$ cat src/rtl/systolic_pkg.sv
// rtl/systolic_pkg.sv - shared types and constants for the systolic array controller
package systolic_pkg;

  localparam int SYS_N  = 4;
  localparam int SYS_KW = 8;

  typedef enum logic [2:0] {
    ST_IDLE  = 3'd0,
    ST_CLEAR = 3'd1,
    ST_FEED  = 3'd2,
    ST_DRAIN = 3'd3,
    ST_DONE  = 3'd4
  } state_t;

  // Cycles the last partial products need to ripple to the far corner cell.
  function automatic int drain_cycles(input int n);
    return n + 1;
  endfunction

  localparam int DRAIN_LEN = drain_cycles(SYS_N);

endpackage

$ cat src/rtl/systolic_skew_gen.sv
// rtl/systolic_skew_gen.sv - registered diagonal skew of lane valids and operand indices
module systolic_skew_gen
  import systolic_pkg::*;
#(
  parameter int N  = SYS_N,
  parameter int KW = SYS_KW
) (
  input  logic            clk,
  input  logic            rst,
  input  logic            en,
  input  logic [KW:0]     t,
  input  logic [KW-1:0]   k_len,
  output logic [N-1:0]    lane_vld,
  output logic [N*KW-1:0] lane_idx
);

  for (genvar g = 0; g < N; g++) begin : g_lane
    localparam logic [KW+1:0] LO = (KW+2)'(g);
    logic [KW+1:0] diff;
    logic          hit;
    logic          vld_q;
    logic [KW-1:0] idx_q;

    // A negative t-g wraps and sets the top bit, which rules the lane out.
    assign diff = {1'b0, t} - LO;
    assign hit  = en && !diff[KW+1] && (diff < {2'b00, k_len});

    always_ff @(posedge clk) begin
      if (!rst) begin
        vld_q <= 1'b0;
        idx_q <= '0;
      end else begin
        vld_q <= hit;
        idx_q <= hit ? diff[KW-1:0] : '0;
      end
    end

    assign lane_vld[g]           = vld_q;
    assign lane_idx[g*KW +: KW]  = idx_q;
  end

endmodule

$ cat src/rtl/systolic_ctrl.sv
// rtl/systolic_ctrl.sv - pass sequencer for an NxN output-stationary MAC array
module systolic_ctrl
  import systolic_pkg::*;
#(
  parameter int N  = SYS_N,
  parameter int KW = SYS_KW
) (
  input  logic            clk,
  input  logic            rst,
  input  logic            start,
  input  logic [KW-1:0]   k_len,
  input  logic            abort,
  output logic            busy,
  output logic            done,
  output logic            cap_en,
  output logic            cfg_err,
  output logic            pe_clr,
  output logic [N-1:0]    lane_vld,
  output logic [N*KW-1:0] lane_idx
);

  localparam logic [KW:0] DRAIN_LAST = (KW+1)'(drain_cycles(N) - 1);

  state_t        state;
  logic [KW:0]   t;
  logic [KW-1:0] k_reg;
  logic [KW:0]   feed_last;
  logic          sk_en;
  logic [KW:0]   sk_t;

  assign feed_last = {1'b0, k_reg} + (KW+1)'(N - 2);

  // The skew generator registers its outputs, so it is fed the next cycle's t.
  always_comb begin
    sk_en = !abort && ((state == ST_CLEAR) || (state == ST_FEED && t != feed_last));
    sk_t  = (state == ST_CLEAR) ? '0 : t + (KW+1)'(1);
  end

  always_ff @(posedge clk) begin
    if (!rst) begin
      state   <= ST_IDLE;
      t       <= '0;
      k_reg   <= '0;
      busy    <= 1'b0;
      done    <= 1'b0;
      cap_en  <= 1'b0;
      cfg_err <= 1'b0;
      pe_clr  <= 1'b1;
    end else begin
      done    <= 1'b0;
      cap_en  <= 1'b0;
      cfg_err <= 1'b0;
      pe_clr  <= 1'b0;
      if (abort && state != ST_IDLE) begin
        state  <= ST_IDLE;
        busy   <= 1'b0;
        pe_clr <= 1'b1;
      end else begin
        case (state)
          ST_IDLE: begin
            if (start && !abort) begin
              if (k_len == '0) begin
                cfg_err <= 1'b1;
              end else begin
                k_reg  <= k_len;
                state  <= ST_CLEAR;
                busy   <= 1'b1;
                pe_clr <= 1'b1;
              end
            end
          end
          ST_CLEAR: begin
            state <= ST_FEED;
            t     <= '0;
          end
          ST_FEED: begin
            if (t == feed_last) begin
              state <= ST_DRAIN;
              t     <= '0;
            end else begin
              t <= t + (KW+1)'(1);
            end
          end
          ST_DRAIN: begin
            if (t == DRAIN_LAST) begin
              state  <= ST_DONE;
              done   <= 1'b1;
              cap_en <= 1'b1;
            end else begin
              t <= t + (KW+1)'(1);
            end
          end
          ST_DONE: begin
            state <= ST_IDLE;
            busy  <= 1'b0;
          end
          default: begin
            state <= ST_IDLE;
            busy  <= 1'b0;
          end
        endcase
      end
    end
  end

  systolic_skew_gen #(.N(N), .KW(KW)) u_skew (
    .clk      (clk),
    .rst      (rst),
    .en       (sk_en),
    .t        (sk_t),
    .k_len    (k_reg),
    .lane_vld (lane_vld),
    .lane_idx (lane_idx)
  );

endmodule

$ cat config.mk
export PLATFORM = sky130hd
export DESIGN_NAME = systolic_ctrl
export DESIGN_NICKNAME = d
export VERILOG_FILES = /design/src/rtl/systolic_pkg.sv /design/src/rtl/systolic_skew_gen.sv /design/src/rtl/systolic_ctrl.sv
export SDC_FILE = /design/constraint.sdc
export NUM_CORES = 1
export LEC_CHECK = 0
export CORE_ASPECT_RATIO = 2
export CORE_MARGIN = 3
export CORE_UTILIZATION = 56
export DETAILED_ROUTE_END_ITERATION = 16
export HOLD_SLACK_MARGIN = 0.05
export PLACE_DENSITY = 0.81
export SLEW_MARGIN = 20
export SYNTH_ARGS = -nofsm -noshare
export SYNTH_HDL_FRONTEND = slang
export SYNTH_SLANG_ARGS = --single-unit
$ cat constraint.sdc
create_clock -name clk -period 4.04 [get_ports clk]
set_input_delay 0.606 -clock clk [delete_from_list [all_inputs] [get_ports clk]]
set_output_delay 0.606 -clock clk [all_outputs]
set_load 0.02 [all_outputs]
==> impl_metrics.json, run 1 <==
{
  "outcome": "complete, no violations",
  "synth_seq_cells": 60,
  "p_comb_share_pct": 15.1,
  "setup_slack_ns": 0.395,
  "die_area_mm2": 0.00857,
  "clk_latency_ns": 0.35,
  "worstPathArrival_ns": 3.87,
  "critPathTopFamily": "simple AND/OR/NAND/NOR gates",
  "fmax_mhz": 274,
  "vias": 3792,
  "synth_cells": 466,
  "cp_slowest_cell": "dfxtp_1",
  "yosysSeqAreaShare_pct": 28.9,
  "max_stage_delay_ns": 0.47,
  "peakVddDrop_mv": 0.312,
  "holdPathStages": 2,
  "worst_pin_slew_ns": 0.936,
  "power_density_mw_per_mm2": 326,
  "setup_viol": 0,
  "required_ns": 4.27,
  "num-fill-cells": 573,
  "post-place-ws_ns": 0.284,
  "overflow": 0,
  "antenna_found_initial": 0,
  "grt_usage_pct": 31.6,
  "finalHoldViolations": 0,
  "area_growth_pct": 20.6,
  "crit_chain": "ha_1, xor2_1, nand2_2, ha_1, nand3_1, nand2_1, a21oi_1, xor2_1, ha_1, and4_1, o21ai_0, o211ai_1, a211oi_1, nand3_2, nor4bb_2",
  "tns_ns": 0,
  "path_clk_slew_ns": 0.06,
  "cts_max_level": 3,
  "register_area_mm2": 0.00120,
  "p_clk_share_pct": 47.4,
  "rrSetupSlack_ns": 0.40,
  "relSlewSlack_pct": 37.3,
  "crit_path_start_kind": "register",
  "numCtsBuffers": 9,
  "regToRegStartpoint": "t[1]$_SDFFE_PN0P_",
  "multi_input_area_mm2": 0.00270,
  "min_to": "busy$_SDFFE_PP0P_",
  "grt_pass1_wl_mm": 19.9,
  "crit_top_cell": "ha_1",
  "place.gp.congestion": 0.967,
  "fin_nets": 561,
  "dieWidth_um": 67.0,
  "initial_utilization_pct": 58.6,
  "period_minus_slack_ns": 3.64,
  "finalCritPeriodShare_pct": 90.2,
  "design.core.area_mm2": 0.00710,
  "worstRegToRegCells": 15,
  "p_int_uw": 1190,
  "maxCapViolCount": 0,
  "row_count": 43,
  "synthFlopType": "dfxtp_1",
  "dr.first_iter.drc_count": 273,
  "antenna_cells": 0,
  "cts_setup_buffers": 0,
  "critPathKind": "reg -> reg",
  "tritoncts": "done",
  "async_flop_share_pct": 0,
  "yosysWarnings": 0,
  "slew_viol_final": 0,
  "synth.net_count": 513,
  "hp-class": "reg -> reg",
  "fin_skew_ns": 0.0107,
  "cp-end-kind": "register",
  "p_leak_uw": 0.00189,
  "critPathBufInv": 0,
  "ys_types": 83,
  "drcViolationCount": 0,
  "grt_pass1_vias": 3944,
  "seqPwrFrac_pct": 37.5,
  "clockBufferDepth": 2,
  "synth_edf_count": 0,
  "power_switching_uw": 444,
  "io_buffers": 52,
  "die_h_um": 128,
  "firstDrtPassIters": 4,
  "switching_share_pct": 27.1,
  "synth_area_mm2": 0.00416,
  "rsz0062_at_grt": "no",
  "drive_gt1_share_pct": 13.1,
  "drt-total-wl_mm": 12.5,
  "avgSynthCellArea_um2": 8.93,
  "wire_per_inst_um": 20.5,
  "cts_root_buf": "clkbuf_16",
  "worstReg2RegEnd": "u_skew.g_lane[1].idx_q[7]$_SDFF_PN0_",
  "hold_ws_ns": 0.462,
  "drtAntennaViolNets": 0,
  "largest_reg_flops": 32,
  "hold_start": "busy$_SDFFE_PP0P_",
  "grt_max_degree": 20,
  "detailed_place_hpwl_mm": 9.80,
  "cp_max_fo": 9,
  "io-pin-count": 53,
  "viasPerCell": 6.23,
  "cts.sinks": 60
}
[layer usage]
| metal | wire (µm) | global-route usage [%] | up-vias |
|---|---|---|---|
| met4 | 1140 | 24.3 | 0 |
| met5 | 0 | 0 | - |
| met2 | 6550 | 56.1 | 127 |
| met1 | 4210 | 29.0 | 1790 |
| met3 | 580 | 8.77 | 78 |
| li1 | - | - | 1797 |
[layout by cell type, fill, tap and decap left out, types with 3 or more instances in the layout]
cell and count:
inv_1 20, nand3b_1 5, nor2_1 30, o2111ai_1 4, buf_4 14, nand3_2 4, and3_1 3, clkdlybuf4s50_1 52
o21ai_1 3, xor2_1 13, a21o_1 4, nor2b_1 13, o21a_1 7, nand2_1 31, and2_1 6, clkbuf_16 9
a22oi_1 3, o211ai_1 7, nor4b_1 5, nor3_1 19, nand3_1 12, a21oi_1 16, nor4_1 10, dfxtp_1 58
xnor2_1 18, nand4_1 12, o21ai_0 12, or4_1 4, a211oi_1 4, ha_1 35, nor3b_1 12
[synth_stat cells (all sizes together), types with 15 or more instances]
cell | count | area share, %
buf | 19 | 3.6
nor3 | 20 | 2.5
nand4 | 15 | 2.9
nand2 | 32 | 2.9
nand3 | 17 | 2.8
a21oi | 19 | 2.7
inv | 20 | 1.8
dfxtp | 60 | 29
ha | 35 | 11
xnor2 | 19 | 4.4
o21ai | 16 | 2.0
nor2 | 31 | 2.9
[cells by family (layout without fill, tap and decap cells)]
logic type / count (synthesis) / after routing / share of synthesized area, %
DFF: 60 / 60 / 28.9
muxes: 4 / 4 / 1.02
and+or+nand+nor: 197 / 197 / 29.1
AOI/OAI and AO/OA: 88 / 88 / 16.7
adders and majority gates: 36 / 36 / 10.8
buffers and inverters: 49 / 102 / 6.37
xor gates and xnor gates: 32 / 32 / 7.18
[per-stage QoR]
stage	power, µW	instances	utilization, %	cell area [µm²]
2_1_floorplan	790	466	-	4160
3_3_place_gp	861	593	66.3	4710
3_5_place_dp	866	593	66.3	4710
4_1_cts	1640	609	70.6	5010
5_1_grt	1690	609	70.7	5020
6_report	1640	609	70.7	5020
[final cells by class]
type                       instances  share of cell area [%]
clock buffer                      10                    4.76
clock inverter                     6                    1.27
inverter                          20                    1.50
multi-input combinational        357                    53.8
sequential                        60                    24.0
tap                               90                    2.24
timing repair buffer              66                    12.5
[power by group through the flow]
stage / clock network (µW) / registers (µW) / logic (µW)
after CTS: 782 / 612 / 244
after global routing: 810 / 613 / 271
after detailed placement: 0 / 625 / 241
final: 775 / 613 / 247
after floorplan: 0 / 623 / 168
after global placement: 0 / 624 / 237
[tightest hold or removal path, cell delays in order, from the launching register on]
cell and delay, ns:
dfxtp_1 0.32, inv_1 0.05, a21oi_1 0.05
[repair_timing]
item	4_1_cts	5_1_grt
resized for setup	0	3
endpoints found under the setup margin	0	2
endpoints found under the hold margin	0	0
hold buffers	0	0
[worst max path at each step]
stage          depth (start not counted)                              endpoint                   from
6_report                              15  u_skew.g_lane[1].idx_q[7]$_SDFF_PN0_      t[1]$_SDFFE_PN0P_
5_1_grt                               15  u_skew.g_lane[1].idx_q[7]$_SDFF_PN0_      t[1]$_SDFFE_PN0P_
4_1_cts                               15  u_skew.g_lane[1].idx_q[7]$_SDFF_PN0_      t[0]$_SDFFE_PN0P_
3_5_place_dp                          15  u_skew.g_lane[1].idx_q[7]$_SDFF_PN0_      t[0]$_SDFFE_PN0P_
3_3_place_gp                          12  u_skew.g_lane[1].idx_q[7]$_SDFF_PN0_  state[0]$_SDFFE_PP0P_
2_1_floorplan                         16  u_skew.g_lane[1].idx_q[7]$_SDFF_PN0_      t[1]$_SDFFE_PN0P_
Note: power is estimated with default switching activity, not from simulation.
==> inputs of run 2 (changes only) <==
TNS_END_PERCENT = 10   (was default)
==> results of run 2 <==
The final DEF is identical to that of run 1; final timing and power are the same.
